$ cat src/rtl/hp0_axi3_write_splitter.sv
// AXI4-to-AXI3 write burst splitter for the HP0 port: chops bursts into <=MAX_BEATS sub-bursts,
// regenerates wlast/wid, and merges the sub-burst B responses into one upstream response.
module hp0_axi3_write_splitter #(
  parameter int ADDR_WIDTH = 32,
  parameter int DATA_WIDTH = 32,
  parameter int ID_WIDTH   = 6,
  parameter int MAX_BEATS  = 16
) (
  input  logic                    aclk,
  input  logic                    aresetn,
  input  logic [ADDR_WIDTH-1:0]   s_awaddr,
  input  logic [ID_WIDTH-1:0]     s_awid,
  input  logic [7:0]              s_awlen,
  input  logic [2:0]              s_awsize,
  input  logic [1:0]              s_awburst,
  input  logic [3:0]              s_awcache,
  input  logic [2:0]              s_awprot,
  input  logic                    s_awvalid,
  output logic                    s_awready,
  input  logic [DATA_WIDTH-1:0]   s_wdata,
  input  logic [DATA_WIDTH/8-1:0] s_wstrb,
  input  logic                    s_wlast,
  input  logic                    s_wvalid,
  output logic                    s_wready,
  output logic [ID_WIDTH-1:0]     s_bid,
  output logic [1:0]              s_bresp,
  output logic                    s_bvalid,
  input  logic                    s_bready,
  output logic [ADDR_WIDTH-1:0]   m_awaddr,
  output logic [ID_WIDTH-1:0]     m_awid,
  output logic [3:0]              m_awlen,
  output logic [2:0]              m_awsize,
  output logic [1:0]              m_awburst,
  output logic [3:0]              m_awcache,
  output logic [2:0]              m_awprot,
  output logic                    m_awvalid,
  input  logic                    m_awready,
  output logic [DATA_WIDTH-1:0]   m_wdata,
  output logic [DATA_WIDTH/8-1:0] m_wstrb,
  output logic [ID_WIDTH-1:0]     m_wid,
  output logic                    m_wlast,
  output logic                    m_wvalid,
  input  logic                    m_wready,
  input  logic [ID_WIDTH-1:0]     m_bid,
  input  logic [1:0]              m_bresp,
  input  logic                    m_bvalid,
  output logic                    m_bready,
  output logic                    err_o
);

  typedef enum logic [2:0] {S_IDLE, S_AW, S_DATA, S_WAITB, S_RESP} state_t;

  localparam logic [1:0] BURST_FIXED = 2'd0;
  localparam logic [1:0] BURST_INCR  = 2'd1;
  localparam logic [1:0] BURST_WRAP  = 2'd2;
  localparam logic [8:0] MAX_B9      = 9'(MAX_BEATS);

  state_t                state_q, state_d;
  logic [ADDR_WIDTH-1:0] addr_q, addr_d;
  logic [ID_WIDTH-1:0]   id_q, id_d;
  logic [2:0]            size_q, size_d;
  logic [1:0]            burst_q, burst_d;
  logic [3:0]            cache_q, cache_d;
  logic [2:0]            prot_q, prot_d;
  logic [8:0]            beats_left_q, beats_left_d;
  logic [4:0]            chunk_beats_q, chunk_beats_d;
  logic [4:0]            beat_cnt_q, beat_cnt_d;
  logic [4:0]            sub_issued_q, sub_issued_d;
  logic [4:0]            sub_done_q, sub_done_d;
  logic [1:0]            resp_acc_q, resp_acc_d;
  logic                  err_q, err_d;

  logic [8:0]            chunk_limit, chunk_len, chunk_len_m1;
  logic [ADDR_WIDTH-1:0] addr_step;
  logic                  chunk_last, burst_last, w_hs;
  logic                  unused_bits;

  // A short WRAP burst must stay whole, so it gets the full AXI3 length limit.
  always_comb begin
    chunk_limit  = (burst_q == BURST_WRAP) ? 9'd16 : MAX_B9;
    chunk_len    = (beats_left_q < chunk_limit) ? beats_left_q : chunk_limit;
    chunk_len_m1 = chunk_len - 9'd1;
    addr_step    = ADDR_WIDTH'(MAX_BEATS) << size_q;
    chunk_last   = (beat_cnt_q == chunk_beats_q - 5'd1);
    burst_last   = chunk_last && (beats_left_q == {4'd0, chunk_beats_q});
    w_hs         = (state_q == S_DATA) && s_wvalid && m_wready;
  end

  always_ff @(posedge aclk) begin
    if (!aresetn) begin
      state_q       <= S_IDLE;
      addr_q        <= '0;
      id_q          <= '0;
      size_q        <= '0;
      burst_q       <= '0;
      cache_q       <= '0;
      prot_q        <= '0;
      beats_left_q  <= '0;
      chunk_beats_q <= '0;
      beat_cnt_q    <= '0;
      sub_issued_q  <= '0;
      sub_done_q    <= '0;
      resp_acc_q    <= '0;
      err_q         <= 1'b0;
    end else begin
      state_q       <= state_d;
      addr_q        <= addr_d;
      id_q          <= id_d;
      size_q        <= size_d;
      burst_q       <= burst_d;
      cache_q       <= cache_d;
      prot_q        <= prot_d;
      beats_left_q  <= beats_left_d;
      chunk_beats_q <= chunk_beats_d;
      beat_cnt_q    <= beat_cnt_d;
      sub_issued_q  <= sub_issued_d;
      sub_done_q    <= sub_done_d;
      resp_acc_q    <= resp_acc_d;
      err_q         <= err_d;
    end
  end

  always_comb begin
    state_d       = state_q;
    addr_d        = addr_q;
    id_d          = id_q;
    size_d        = size_q;
    burst_d       = burst_q;
    cache_d       = cache_q;
    prot_d        = prot_q;
    beats_left_d  = beats_left_q;
    chunk_beats_d = chunk_beats_q;
    beat_cnt_d    = beat_cnt_q;
    sub_issued_d  = sub_issued_q;
    sub_done_d    = sub_done_q;
    resp_acc_d    = resp_acc_q;
    err_d         = err_q;

    // m_bready is tied high, so every m_bvalid cycle is a completed response.
    if (m_bvalid) begin
      sub_done_d = sub_done_q + 5'd1;
      if (m_bresp > resp_acc_q) resp_acc_d = m_bresp;
    end

    case (state_q)
      S_IDLE: begin
        if (s_awvalid) begin
          addr_d  = s_awaddr;
          id_d    = s_awid;
          size_d  = s_awsize;
          burst_d = s_awburst;
          cache_d = s_awcache;
          prot_d  = s_awprot;
          if (s_awburst == 2'd3 || (s_awburst == BURST_WRAP && s_awlen > 8'd15)) begin
            burst_d = BURST_INCR;
            err_d   = 1'b1;
          end
          beats_left_d = {1'b0, s_awlen} + 9'd1;
          resp_acc_d   = 2'b00;
          sub_issued_d = '0;
          sub_done_d   = '0;
          beat_cnt_d   = '0;
          state_d      = S_AW;
        end
      end
      S_AW: begin
        if (m_awready) begin
          chunk_beats_d = chunk_len[4:0];
          sub_issued_d  = sub_issued_q + 5'd1;
          beat_cnt_d    = '0;
          state_d       = S_DATA;
        end
      end
      S_DATA: begin
        if (w_hs) begin
          if (s_wlast != burst_last) err_d = 1'b1;
          if (chunk_last) begin
            beat_cnt_d   = '0;
            beats_left_d = beats_left_q - {4'd0, chunk_beats_q};
            if (burst_last) begin
              state_d = S_WAITB;
            end else begin
              state_d = S_AW;
              if (burst_q != BURST_FIXED) addr_d = addr_q + addr_step;
            end
          end else begin
            beat_cnt_d = beat_cnt_q + 5'd1;
          end
        end
      end
      // Compare against the updated count so the merged B leaves one cycle after the last sub-B.
      S_WAITB: if (sub_done_d == sub_issued_q) state_d = S_RESP;
      S_RESP:  if (s_bready) state_d = S_IDLE;
      default: state_d = S_IDLE;
    endcase
  end

  always_comb begin
    s_awready = (state_q == S_IDLE);
    m_awvalid = (state_q == S_AW);
    m_wvalid  = (state_q == S_DATA) && s_wvalid;
    s_wready  = (state_q == S_DATA) && m_wready;
    m_wlast   = (state_q == S_DATA) && chunk_last;
    s_bvalid  = (state_q == S_RESP);
  end

  assign m_awaddr  = addr_q;
  assign m_awid    = id_q;
  assign m_awlen   = chunk_len_m1[3:0];
  assign m_awsize  = size_q;
  assign m_awburst = burst_q;
  assign m_awcache = cache_q;
  assign m_awprot  = prot_q;
  assign m_wdata   = s_wdata;
  assign m_wstrb   = s_wstrb;
  assign m_wid     = id_q;
  assign m_bready  = 1'b1;
  assign s_bid     = id_q;
  assign s_bresp   = resp_acc_q;
  assign err_o     = err_q;

  assign unused_bits = ^{m_bid, chunk_len_m1[8:4], chunk_len[8:5]};

endmodule
$ cat config.mk
export PLATFORM = sky130hd
export DESIGN_NAME = hp0_axi3_write_splitter
export DESIGN_NICKNAME = d
export VERILOG_FILES = /design/src/rtl/hp0_axi3_write_splitter.sv
export SDC_FILE = /design/constraint.sdc
export NUM_CORES = 1
export LEC_CHECK = 0
export ABC_AREA = 1
export BUFFER_PORTS_ARGS = -buffer_cell sky130_fd_sc_hd__buf_2
export CAP_MARGIN = 10
export CELL_PAD_IN_SITES_DETAIL_PLACEMENT = 0
export CELL_PAD_IN_SITES_GLOBAL_PLACEMENT = 1
export CORE_MARGIN = 4
export CORE_UTILIZATION = 36
export DETAILED_ROUTE_END_ITERATION = 16
export MAX_ROUTING_LAYER = met4
export PLACE_DENSITY = 0.83
export SYNTH_ARGS = -nofsm -noshare
export SYNTH_HDL_FRONTEND = slang
export SYNTH_SLANG_ARGS = --single-unit
$ cat constraint.sdc
create_clock -name aclk -period 6.3 [get_ports aclk]
set_clock_uncertainty 0.15 [all_clocks]
set_input_delay 0.945 -clock aclk [delete_from_list [all_inputs] [get_ports aclk]]
set_output_delay 0.945 -clock aclk [all_outputs]
set_load 0.02 [all_outputs]
Word-level counts from Yosys, hierarchy flattened
Index checks and enable logic that the tools add are counted.
W data, S select, Z words.
Word-level totals
  bits in registers: 85
Cells by class
  mux-type cells: 39
  $lt $le $gt $ge: 3
  shift operators: 1
  add/subtract/negate cells: 8
  reduce and logical (&&, ||, !) cells: 20
  eq/ne operators: 20
Operators with widths (count)
  $mux W32: 5
  $pmux W32 S2: 1
  $mux W5: 9
  $add A32 B32 Y32: 1
  $shl A5 B3 Y32 const A: 1
  $mux W9: 3
  $mux W3: 6
  $pmux W9 S2: 1
  $add A5 B1 Y5 const B: 3
  $pmux W3 S5: 1
  $pmux W5 S3: 1
  $ne A2 B2 Y1 const B: 7
  $mux W2: 6
  $reduce_and A6 Y1: 2
  $eq A5 B5 Y1: 2
  $pmux W5 S2: 1
  $add A8 B1 Y9 const B: 1
  $eq A9 B5 Y1: 1
  $lt A9 B5 Y1 const B: 1
  $sub A9 B5 Y9: 1
  $gt A8 B4 Y1 const B: 1
  $reduce_and A4 Y1: 2
  $eq A3 B2 Y1 const B: 2
  $logic_and A1 B1 Y1: 6
  17 further kinds: 26

Depth between registers and ports, before layout
Gate-level depths: netlist (run 1).
  depth after elaboration: 7
  depth in mapped cells: 17
  depth with buffers taken out: 17

Worst setup path after synthesis (run 1)
Ideal clock, no wire load.
  path kind: register -> output
  from: register beats_left_q[5]
  to: output m_awlen[2]
  buffers on the path: 0
  slack: 3.365 ns
  cell stages (with the launch flop): 10
  arrival: 1.840 ns
  cell sequence: dfxtp_1 > nor2_2 > nand2_1 > or2_0 > nor2_1 > inv_1 > nor2_1 > inv_1 > ha_1 > xnor2_1
Between the ends
  word-level cells in the longest chain between the ends: 3
Ends and longest elaborated chain
  start, declared: line 65  | logic [8:0] beats_left_q, beats_left_d;
  start signal, assigned: line 113  | beats_left_q <= beats_left_d;
  $lt A9 B5 Y1: line 81  | chunk_len = (beats_left_q < chunk_limit) ? beats_left_q : chunk_limit;
  $mux W5: line 81
  $sub A4 B1 Y4: line 82  | chunk_len_m1 = chunk_len - 9'd1;
  end, declared: line 31  | output logic [3:0] m_awlen,
Every way passes these cells.

Final worst setup path (run 1)
  from: register state_q[2]
  to: register addr_q[7], in the netlist m_awaddr[7]
Between the ends
  word-level cells in the longest chain between the ends: 5
  elaborated cells between the ends (all ways): 12
  those cells by class: eq/ne (6); mux (1); reduce/logical (5)
Ends and longest elaborated chain
  start, declared: line 58  | state_t state_q, state_d;
  start signal, assigned: line 106  | state_q <= state_d;
  $eq A3 B2 Y1: line 86, 145
  $logic_and A1 B1 Y1 (2 in series): line 86  | w_hs = (state_q == S_DATA) && s_wvalid && m_wready;
  $ne A2 B2 Y1 (no line)
  $reduce_and A6 Y1 (no line)
  end signal, assigned: line 107  | addr_q <= addr_d;
  end, declared: line 59  | logic [ADDR_WIDTH-1:0] addr_q, addr_d;
Parallel ways exist; a longest one is shown, timed or not.
A chain may end at the register's enable or synchronous reset.

==> results of run 1 <==
-- placed cells by master, fill, tap and decap left out, types with 3 or more instances in the layout --
master / netlist / layout
o21ai_1: 6 / 6
ha_1: 22 / 22
buf_2: 1 / 143
nor2_1: 117 / 117
or2_2: 9 / 9
inv_1: 106 / 106
buf_4: 51 / 3
nand2_1: 298 / 297
o21ai_0: 58 / 58
a21oi_1: 68 / 68
nand3_1: 66 / 66
xnor2_1: 5 / 5
clkbuf_16: 0 / 9
nor3_1: 23 / 23
nand4_1: 15 / 15
xor2_1: 8 / 8
inv_2: 5 / 5
a211oi_1: 5 / 5
a31oi_1: 3 / 3
dfxtp_1: 85 / 85
nand3b_1: 8 / 8
nor2_2: 4 / 4
-- worst register-to-register path: cells and delay by family, from the launching register on --
family	cells	cell delay (ns)
buffers and inverters	5	1.61
AND/OR/NAND/NOR	8	1.14
flip-flops	1	0.42
-- cell families (layout without fill, tap and decap cells) --
kind of cell	Yosys count	after routing	share of synthesized area [%]
AOI/OAI and AO/OA	146	146	12.5
adders and majority gates	24	24	5.16
other	1	1	0.0613
DFF	85	85	27.8
and+or+nand+nor	545	545	37.4
buffers and inverters	191	274	15.2
xor gates and xnor gates	13	13	1.86
-- layout make-up --
type                       count  area share, %
multi-input combinational    729           50.1
tap                          220           3.96
inverter                     112           6.05
sequential                    85           24.5
clock buffer                   9           3.24
timing repair buffer         146           10.6
clock inverter                 7           1.51
-- synthesized netlist by cell type --
master,count
nand3_2,1
fa_1,2
nand4_1,15
buf_4,51
o21ai_1,6
a21o_1,2
a21oi_1,68
nor3_4,1
nor2_1,117
nand2_1,298
dfxtp_1,85
conb_1,1
o21a_1,2
nand3b_1,8
and3_1,1
inv_2,5
ha_1,22
o21ai_0,58
o211ai_1,1
nor2_2,4
buf_6,3
nand3_1,66
or2_4,1
xor2_1,8
buf_2,1
a31oi_1,3
nor3_1,23
clkbuf_1,20
buf_1,4
or2_0,1
or2_2,9
clkinv_1,1
a211oi_1,5
a21oi_2,1
inv_1,106
xnor2_1,5
-- through the flow --
step | cell area [um^2] | power, W | worst slack (ns) | cells
2_1_floorplan | 6120 | 0.00223 | 3.37 | 1005
3_3_place_gp | 6620 | 0.00265 | 2.92 | 1292
3_5_place_dp | 6620 | 0.00267 | 2.87 | 1292
4_1_cts | 6950 | 0.00329 | 2.85 | 1308
5_1_grt | 6950 | 0.00356 | 2.54 | 1308
6_report | 6950 | 0.00327 | 2.88 | 1308
-- registers in the layout, summed over array words and instances (netlist names) --
signal	count
m_awburst	2
beats_left_q	9
m_awprot	3
err_o	1
m_awaddr	32
state_q	3
sub_issued_q	5
m_awsize	3
chunk_beats_q	5
s_bresp	2
sub_done_q	5
beat_cnt_q	5
m_awid	6
m_awcache	4
-- layer usage --
metal | wire length (um) | up-vias
met3 | 709 | 21
li1 | - | 3312
met5 | 0 | -
met1 | 8660 | 2789
met2 | 8120 | 129
met4 | 282 | 0
-- how the worst max path moves through the flow --
stage	slack [ns]	start	endpoint	cells past startpoint
after floorplan	3.37	beats_left_q[5]$_SDFFE_PN0P_	m_awlen[2]	9
after global placement	2.92	state_q[2]$_SDFFE_PN0P_	m_awaddr[17]$_SDFFE_PN0P_	13
after detailed placement	2.87	state_q[2]$_SDFFE_PN0P_	m_awaddr[7]$_SDFFE_PN0P_	13
after CTS	2.85	state_q[2]$_SDFFE_PN0P_	m_awaddr[7]$_SDFFE_PN0P_	13
after global routing	2.54	state_q[2]$_SDFFE_PN0P_	m_awaddr[17]$_SDFFE_PN0P_	13
final	2.88	state_q[2]$_SDFFE_PN0P_	m_awaddr[7]$_SDFFE_PN0P_	13
-- report_power, final --
group	switching (W)	internal, W	total, W
Combinational	0.00118	0.000576	0.00176
Sequential	0.000197	0.000707	0.000904
Clock	0.000258	0.000354	0.000613
==> summary.md, run 1 <==
| Metric | Value |
|---|---|
| TritonRoute pass-1 iters | 5 |
| Synth Net Count | 1140 |
| Hold Path Depth | 2 |
| Inserted Diodes | 0 |
| Cell count after synthesis | 1005 |
| Pin count of the biggest net entering global routing | 48 |
| WHS | 0.295 ns |
| CP max stage delay | 0.47 ns |
| Final Setup Violations | 0 |
| Clock Path Buffers | 2 |
| Post-CTS Repair Setup Buffers | 0 |
| Total gr overflow | 0 |
| Iteration-0 DRC Markers | 302 |
| Area growth from synthesis to layout | 13.6% |
| Arr. time, crit path | 3.52 ns |
| Worst IR Drop VDD | 0.239 mV |
| Max Cap Violations | 0 |
| CP Capture Type | flop |
| Mean Syn Cell Area | approximately 6.1 um^2 |
| Slowest stage cell on the critical path | buf_4 |
| Post-DP HPWL | 13100 um |
| Cell variety after synth | 36 |
| Initial core utilization | 36.7% |
| Post-DR vias/cell | 4.78 |
| First-pass GRT wire length | 29400 um |
| CP startpoint kind | flop |
| M1 GR Usage | about 24% |
| Fmax | 292 MHz |
| Mapped Area | 0.00612 mm^2 |
| Detailed-route wire length | 17800 um |
| Family with the most delay on the worst path | buffers and inverters |
| PD cells | around 470 mW/mm^2 |
| Clk_lat worst skew | 0.35 ns |
| Post-synthesis register bit count | 85 |
| Io pins | roughly 220 |
| CTS Buf Count | 9 |
| Fin crit share | 54.3% |
| FF-to-FF End | m_awaddr[7]$_SDFFE_PN0P_ |
| Final Hold Fails | 0 |
| Tightest Hold Check Type | reg2reg |
| Critical path class | reg2reg |
| Tightest Pin Transition | 0.966 ns |
| Share of layout cells above drive strength 1 | ~17% |
| CTS sink cnt | 85 |
| RSZ-0062 raised after global routing | no |
| Die ar. | ~0.019 mm^2 |
| Global placement routability congestion | 0.857 |
| Filler cells | 1850 |
| Layout Utilization | between 40% and 50% |
| Die Ht | ~140 um |
| Tmin final | 3.42 ns |
| Vias in the first global route | 5932 |
| Die Wd | 138 um |
| Crit-path max FO | between 40 and 50 |
| CP cell instances | nor2_2 > nand2_2 > buf_4 > inv_2 > nand2_1 > nand3_1 > clkinv_1 > nand3_2 > nor2_2 > buf_4 > inv_2 > nor2_1 > nor2_1 |
| Synth top area share | ~28% |
| CTS tree | done |
| Cell accounting for the most synthesized area | dfxtp_1 |
| Core footprint | between 0.015 and 0.02 mm^2 |
| Clock Pin Slew Worst Setup and Hold Paths | 0.07 ns |
| Met2 usage in global routing | 30.0% |
| Root Buffer Master | clkbuf_16 |
| Port-buffer cells | 143 |
| Post-CTS Resized | 0 |
| Slew HR | 35.4% |
| Site row count | 47 |
| Gr usage total | between 10% and 20% |
| Critical path required time | between 6 and 7 ns |
| Initial antenna violation count | 0 |
| Hold buffer count at cts | 0 |
| Slew Limit Fails | 0 |
| Status | finished, final reports clean |
| Yosys warns | 0 |
| Grt met3 use | 2.90% |
| Worst R2R Start | state_q[2]$_SDFFE_PN0P_ |
| Sequential area share after synthesis | 27.8% |
| Length in cells of the worst reg-to-reg path | 13 |
| Largest cells by area after synthesis | dfxtp_1, nand2_1, nor2_1 |
| Vias after detailed routing | between 6000 and 7000 |
| Leakage power | 3.52 nW |
| Hold_sp | m_awaddr[2]$_SDFFE_PN0P_ |
| DRC Markers | 0 |
| Hold endpoint | m_awaddr[2]$_SDFFE_PN0P_ |
| Sequential cell area | between 0.0015 and 0.002 mm^2 |
| Most used routing layer | met2 |
| Nets@finish | 1218 |
| Final setup TNS | 0 ns |
| CP Buf/Inv Count | 5 |
| R2r setup slk | 2.88 ns |
| Area occupied by multi-input gates | 0.00348 mm^2 |
| H-tree level count | 3 |
| WL per Instance | 13.6 um |
| Routed Antenna Nets | 0 |
Note: power is estimated with default switching activity, not from simulation.
==> inputs of run 2 (changes only) <==
- ABC_AREA: 1 -> 0
- CORE_UTILIZATION: 36 -> 35
- PLACE_DENSITY: 0.83 -> 0.79
- clock period: 6.3 -> 3.3 ns (I/O delays scaled with it)
==> run 2 against run 1 <==
Effect of this change:
- synthesized cell count decreased by 27%
- largest cell class unchanged
- clock power increased by 81%
- non-clock buffer count increased by 24
- combinational power decreased by 43%
- core utilization increased by 0.98 points
- critical endpoint is now m_awaddr[20]$_SDFFE_PN0P_
- via count decreased by 15%
==> summary.md, run 2 <==
| Metric | Value |
|---|---|
| Dpl cells | 1020 (-21%) |
| Yosys warns | 0 (unchanged) |
| RSZ-0062 raised after global routing | no |
| Core footprint | 0.0154 mm^2 (-7.6%) |
| Fmax | 321 MHz (+9.9%) |
| Leakage power | 2.80 nW (-20%) |
| TritonRoute pass-1 iters | 5 (unchanged) |
| Fin crit share | 94.3% (+40 points) |
| Tightest Pin Transition | 0.739 ns (-0.227 ns) |
| Cell count after synthesis | 729 (-27%) |
| Area growth from synthesis to layout | 18.1% |
| Max Cap Violations | 0 (unchanged) |
| Port-buffer cells | 143 (unchanged) |
| Site row count | 45 (-4.3%) |
| Worst IR Drop VDD | 0.307 mV (+29%) |
| Final Hold Fails | 0 (unchanged) |
| CP cell instances | nor3_1 > ha_1 > inv_1 > fa_1 > nand2b_1 > a21oi_2 > a41oi_1 > or4_4 > or4b_1 > a31oi_1 |
| Commonest non-fill, non-tap cell in the layout | buf_2 |
| Area after DPL | 0.00624 mm^2 (-5.8%) |
| Tmin final | 3.11 ns (-0.308 ns) |
| Primary FF master, synth | dfxtp_1 |
| Design area | 0.00657 mm^2 (-5.5%) |
| Critical path required time | 3.43 ns (-2.97 ns) |
| FF-to-FF End | m_awaddr[20]$_SDFFE_PN0P_ |
| Cell variety after synth | 69 (+92%) |
| Gr usage total | 18.2% (-0.47 points) |
| Arr. time, crit path | 3.24 ns (-0.28 ns) |
| Critical path class | reg2reg |
| PD cells | 508 mW/mm^2 (+7.9%) |
| WHS | 0.235 ns (-0.0593 ns) |
| Slew Limit Fails | 0 (unchanged) |
| Clock Pin Slew Worst Setup and Hold Paths | 0.07 ns (about the same) |
| Crit-path max FO | 4 (-91%) |
| Ys async rst share | 0% (unchanged) |
| Slew HR | 50.7% (+15 points) |
| Final setup TNS | 0 ns (unchanged) |
| Post-synthesis register bit count | 85 (unchanged) |
| Clock Path Buffers | 2 (unchanged) |
| Worst R2R Start | m_awsize[2]$_SDFFE_PN0P_ |
| Vias after detailed routing | 5332 (-15%) |
| Die ar. | 0.0180 mm^2 (-6.1%) |
| CTS Buf Count | 9 (unchanged) |
| Synth cell count leaders | nand2_1, dfxtp_1, nor2_1 |
| Hold_sp | s_awid[5] |
| Root Buffer Master | clkbuf_16 |
| Post-DP HPWL | 11800 um (-10%) |
| Most frequent cell after synthesis | nand2_1 |
| Vias in the first global route | 5138 (-13%) |
| Final Setup Violations | 0 (unchanged) |
| Filler cells | 1643 (-11%) |
| Die Ht | 134 um (-3.1%) |
| Pin count of the biggest net entering global routing | 43 (-10%) |
| H-tree level count | 3 (unchanged) |
| Clk_lat worst skew | 0.35 ns (about the same) |
| Hold buffer count at cts | 0 (unchanged) |
| Number of enable flip-flop cells after synthesis | 0 (unchanged) |
| Most frequent cells in the layout | buf_2, nand2_1, dfxtp_1 |
| Routed Antenna Nets | 0 (unchanged) |
| Largest cells by area after synthesis | dfxtp_1, nand2_1, buf_4 |
| CP Capture Type | flop |
| Share of layout cells above drive strength 1 | 23.9% (+6.9 points) |
| Initial antenna violation count | 1 (+1) |
| CP startpoint kind | flop |
| Status | finished, final reports clean |
| Tightest Hold Check Type | in2reg |
| Length in cells of the worst reg-to-reg path | 10 (-3) |
| Number of flip-flops in the largest register | 32 (unchanged) |
| WL per Instance | 15.5 um (+14%) |
| Io pins | 223 (unchanged) |
| Post-route non-filler standard cell count | 1036 (-21%) |
| CP max stage delay | 0.51 ns (+0.04 ns) |
| Nets@finish | 955 (-22%) |
| Iteration-0 DRC Markers | 233 (-23%) |
| Total gr overflow | 0 (unchanged) |
| Sequential area share after synthesis | 30.6% (+2.8 points) |
| CTS tree | done |
| Cell accounting for the most synthesized area | dfxtp_1 |
| Hold endpoint | m_awid[5]$_SDFFE_PN0P_ |
| Detailed-route wire length | 16000 um (-9.9%) |
| Initial core utilization | 36.2% (-0.56 points) |
| CTS sink cnt | 85 (unchanged) |
| First-pass GRT wire length | 26000 um (-11%) |
| Mean Syn Cell Area | 7.63 um^2 (+25%) |
| Global placement routability congestion | 0.862 (+0.58%) |
| Slowest stage cell on the critical path | or4b_1 |
| Synth Net Count | 864 (-24%) |
| Mapped Area | 0.00556 mm^2 (-9.0%) |
| R2r setup slk | 0.19 ns (-2.69 ns) |
| Die Wd | 134 um (-3.1%) |
| Post-DR vias/cell | 5.15 (+7.7%) |
| Hold Path Depth | 3 (+1) |
| Synth top area share | 30.6% (+2.8 points) |
| DRC Markers | 0 (unchanged) |
==> run 2: how the worst max path moves through the flow <==
| stage | startpoint | to | slack, ns | depth (start not counted) |
|---|---|---|---|---|
| after floorplan | m_awsize[2]$_SDFFE_PN0P_ | m_awaddr[20]$_SDFFE_PN0P_ | 0.07 | 11 |
| after global placement | m_awsize[2]$_SDFFE_PN0P_ | m_awaddr[20]$_SDFFE_PN0P_ | 0.18 | 10 |
| after detailed placement | m_awsize[2]$_SDFFE_PN0P_ | m_awaddr[20]$_SDFFE_PN0P_ | 0.16 | 10 |
| after CTS | m_awsize[2]$_SDFFE_PN0P_ | m_awaddr[20]$_SDFFE_PN0P_ | 0.13 | 10 |
| after global routing | m_awsize[2]$_SDFFE_PN0P_ | m_awaddr[20]$_SDFFE_PN0P_ | 0.02 | 10 |
| final | m_awsize[2]$_SDFFE_PN0P_ | m_awaddr[20]$_SDFFE_PN0P_ | 0.19 | 10 |
==> run 2: routing by layer <==
metal / GRT usage, % / wire [um]
met5: - / 0
met4: 3.79 / 147
met3: 4.76 / 967
met2: 29.6 / 7450
met1: 23.1 / 7440
==> run 2: critical path: cells and delay by family (launching register included) <==
kind            cells  cell delay (ns)
compound gates      3             0.52
fa+ha+maj           2             0.63
buf+inv             1             0.07
flops               1             0.31
simple gates        4             1.36
==> run 2: timing repair <==
item	in CTS	in global routing
setup buffers	0	0
gates resized for setup	0	2
setup endpoints to repair	0	2
==> run 2: stage by stage <==
stage | util [%] | power (W) | setup slack (ns)
after floorplan | - | 0.00197 | 0.0675
after global placement | 40.6 | 0.00224 | 0.180
after detailed placement | 40.6 | 0.00225 | 0.160
after CTS | 42.6 | 0.00338 | 0.130
after global routing | 42.7 | 0.00354 | 0.0152
final | 42.7 | 0.00334 | 0.187
==> run 2: cell families (layout without fill, tap and decap cells) <==
kind of cell	Yosys count	count (layout)	synth area share (%)
simple gates	293	293	25.3
compound gates	169	169	20.3
buf+inv	113	208	11.0
flops	85	85	30.6
xor+xnor	38	38	5.98
fa+ha+maj	24	24	5.67
mux	6	6	1.08
other cells	1	2	0.0674
==> run 2: final cells by class <==
type                            instances  area, um^2  share of cell area (%)
Sequential cell                        85        1700                    25.9
Clock inverter                          4        72.6                    1.10
Clock buffer                           11         243                    3.69
Antenna cell                            1        2.50                  0.0381
Tap cell                              211         264                    4.02
Timing Repair Buffer                  170         931                    14.2
Multi-Input combinational cell        531        3270                    49.8
Inverter                               23        86.3                    1.31
==> run 2: where the power goes <==
part	internal, W	leakage, nW	switching [W]	total, W
clock network	0.000679	0.152	0.000433	0.00111
logic	0.000386	1.95	0.000611	0.000997
registers	0.00112	0.696	0.000108	0.00123
==> inputs of run 3 (changes only) <==
- CORE_ASPECT_RATIO: unset -> 0.9
- CTS_CLUSTER_DIAMETER: unset -> 100
==> run 3 against run 2 <==
Effect of this change:
- core utilization down 0.37 points
- largest power group unchanged
- worst setup slack better by 0.0062 ns
- final cell count down 1.2%
- critical path type unchanged
- fmax up 0.20%
- first-iteration DRC count up 99%
==> summary.md, run 3 (synthesized netlist as in run 2, its figures left out) <==
| Metric | Value |
|---|---|
| CP startpoint kind | flop |
| Port-buffer cells | 143 (unchanged) |
| Final setup TNS | 0 ns (unchanged) |
| Final Hold Fails | 0 (unchanged) |
| CP cell instances | nor3_2 > ha_2 > inv_1 > fa_1 > nand2b_1 > a21oi_1 > a41oi_2 > or4_4 > or4b_1 > a31oi_1 |
| Post-DR vias/cell | 5.25 (+2.0%) |
| Area growth from synthesis to layout | 18.0% (about the same) |
| CP Buf/Inv Count | 1 (unchanged) |
| Crit-path max FO | 4 (unchanged) |
| Detailed-route wire length | 15800 um (-1.5%) |
| TritonRoute pass-1 iters | 6 (+1) |
| Gr usage total | 17.9% (-0.34 points) |
| Slew Limit Fails | 0 (unchanged) |
| Initial antenna violation count | 0 (-1) |
| Worst IR Drop VDD | 0.259 mV (-16%) |
| Post-place setup slack | 0.175 ns (+0.0145 ns) |
| First-pass GRT wire length | 25400 um (-2.3%) |
| Clock Path Buffers | 2 (unchanged) |
| WHS | 0.226 ns (-0.00906 ns) |
| Routed Antenna Nets | 0 (unchanged) |
| Pin count of the biggest net entering global routing | 42 (-2.3%) |
| Tightest Hold Check Type | in2reg |
| Inserted Diodes | 0 (-1) |
| H-tree level count | 3 (unchanged) |
| Total gr overflow | 0 (unchanged) |
| Number of flip-flops in the largest register | 32 (unchanged) |
| Final worst slack | 0.193 ns (+0.00623 ns) |
| Fmax | 322 MHz (+0.20%) |
| Slowest stage cell on the critical path | or4b_1 |
| Die Wd | 141 um (+5.1%) |
| Clk_lat worst skew | 0.35 ns (about the same) |
| Io pins | 223 (unchanged) |
| CTS tree | done |
| Clock Pin Slew Worst Setup and Hold Paths | 0.07 ns (about the same) |
| Tightest Pin Transition | 0.570 ns (-0.169 ns) |
| CTS Buf Count | 9 (unchanged) |
| Slew HR | 61.9% (+11 points) |
| Global placement routability congestion | 0.798 (-7.4%) |
| Leakage power | 2.80 nW (about the same) |
| Overall power | 0.00336 W (+0.65%) |
| Vias in the first global route | 4983 (-3.0%) |
| Family with the most delay on the worst path | simple AND/OR/NAND/NOR gates |
| Layout Utilization | 42.4% (-0.37 points) |
| CP Capture Type | flop |
| Critical path required time | 3.43 ns (about the same) |
| Iteration-0 DRC Markers | 464 (+99%) |
| DRC Markers | 0 (unchanged) |
| Status | finished, final reports clean |
| Post-DP HPWL | 11500 um (-2.0%) |
| Filler cells | 1644 (+0.061%) |
| Site row count | 43 (-4.4%) |
| Share of layout cells above drive strength 1 | 24.1% (+0.18 points) |
| Die Ht | 128 um (-4.8%) |
| CP max stage delay | 0.51 ns (about the same) |
| Vias after detailed routing | 5375 (+0.81%) |
| Core footprint | 0.0155 mm^2 (+0.81%) |
| Tmin final | 3.11 ns (-0.00623 ns) |
| Die ar. | 0.0180 mm^2 (about the same) |
| Critical path class | reg2reg |
| Nets@finish | 952 (-0.31%) |
| Most frequent cells in the layout | buf_2, nand2_1, dfxtp_1 |
| Max Cap Violations | 0 (unchanged) |
| CTS sink cnt | 85 (unchanged) |
| Initial core utilization | 35.9% (-0.29 points) |
| Arr. time, crit path | 3.24 ns (about the same) |
| Final Setup Violations | 0 (unchanged) |
| PD cells | 512 mW/mm^2 (+0.73%) |
| Root Buffer Master | clkbuf_16 |
| Fin crit share | 94.2% (-0.19 points) |
| WL per Instance | 15.4 um (-0.31%) |
| Commonest non-fill, non-tap cell in the layout | buf_2 |
run 3: final timing paths:
check	startpoint	to	slack, ns	cells after the start
max	m_awsize[2]$_SDFFE_PN0P_	m_awaddr[20]$_SDFFE_PN0P_	0.19	10
min	s_awid[1]	m_awid[1]$_SDFFE_PN0P_	0.23	3
max reg2reg	m_awsize[2]$_SDFFE_PN0P_	m_awaddr[20]$_SDFFE_PN0P_	0.19	10
min reg2reg	m_awcache[2]$_SDFFE_PN0P_	m_awcache[2]$_SDFFE_PN0P_	0.30	2
run 3: metal layers:
layer	wire length [um]	global-route usage, %	vias up
met2	6800	26.2	205
met4	174	5.58	0
li1	-	-	2715
met3	1260	4.64	22
met5	0	-	-
met1	7530	24.2	2433
run 3: cell type report:
type	count	area [um^2]	share of cell area (%)
clock buffers	10	239	3.64
clock inverters	6	93.8	1.43
inverters	23	86.3	1.32
multi-input cells	531	3270	49.8
flip-flops and latches	85	1700	25.9
well taps	202	253	3.85
repair buffers	167	921	14.0
run 3: what timing repair did:
item	4_1_cts	5_1_grt
setup endpoints to repair	0	1
hold buffers	0	0
gates resized for setup	0	3
setup buffers	0	0
run 3: worst min-delay path, stage by stage:
cell and delay, ns:
buf_2 0.09, nand2_1 0.04, a21oi_1 0.05
run 3: per-stage QoR:
| step | instance area, um^2 | cells |
|---|---|---|
| floorplan | 5560 | 729 |
| global placement | 6220 | 1008 |
| detailed placement | 6220 | 1008 |
| CTS | 6550 | 1024 |
| global route | 6570 | 1024 |
| finish | 6570 | 1024 |
run 3: power breakdown:
| part | switching, W | internal, W |
|---|---|---|
| clock network | 0.000452 | 0.000691 |
| logic | 0.000612 | 0.000382 |
| registers | 0.000102 | 0.00112 |
| total | 0.00117 | 0.00219 |
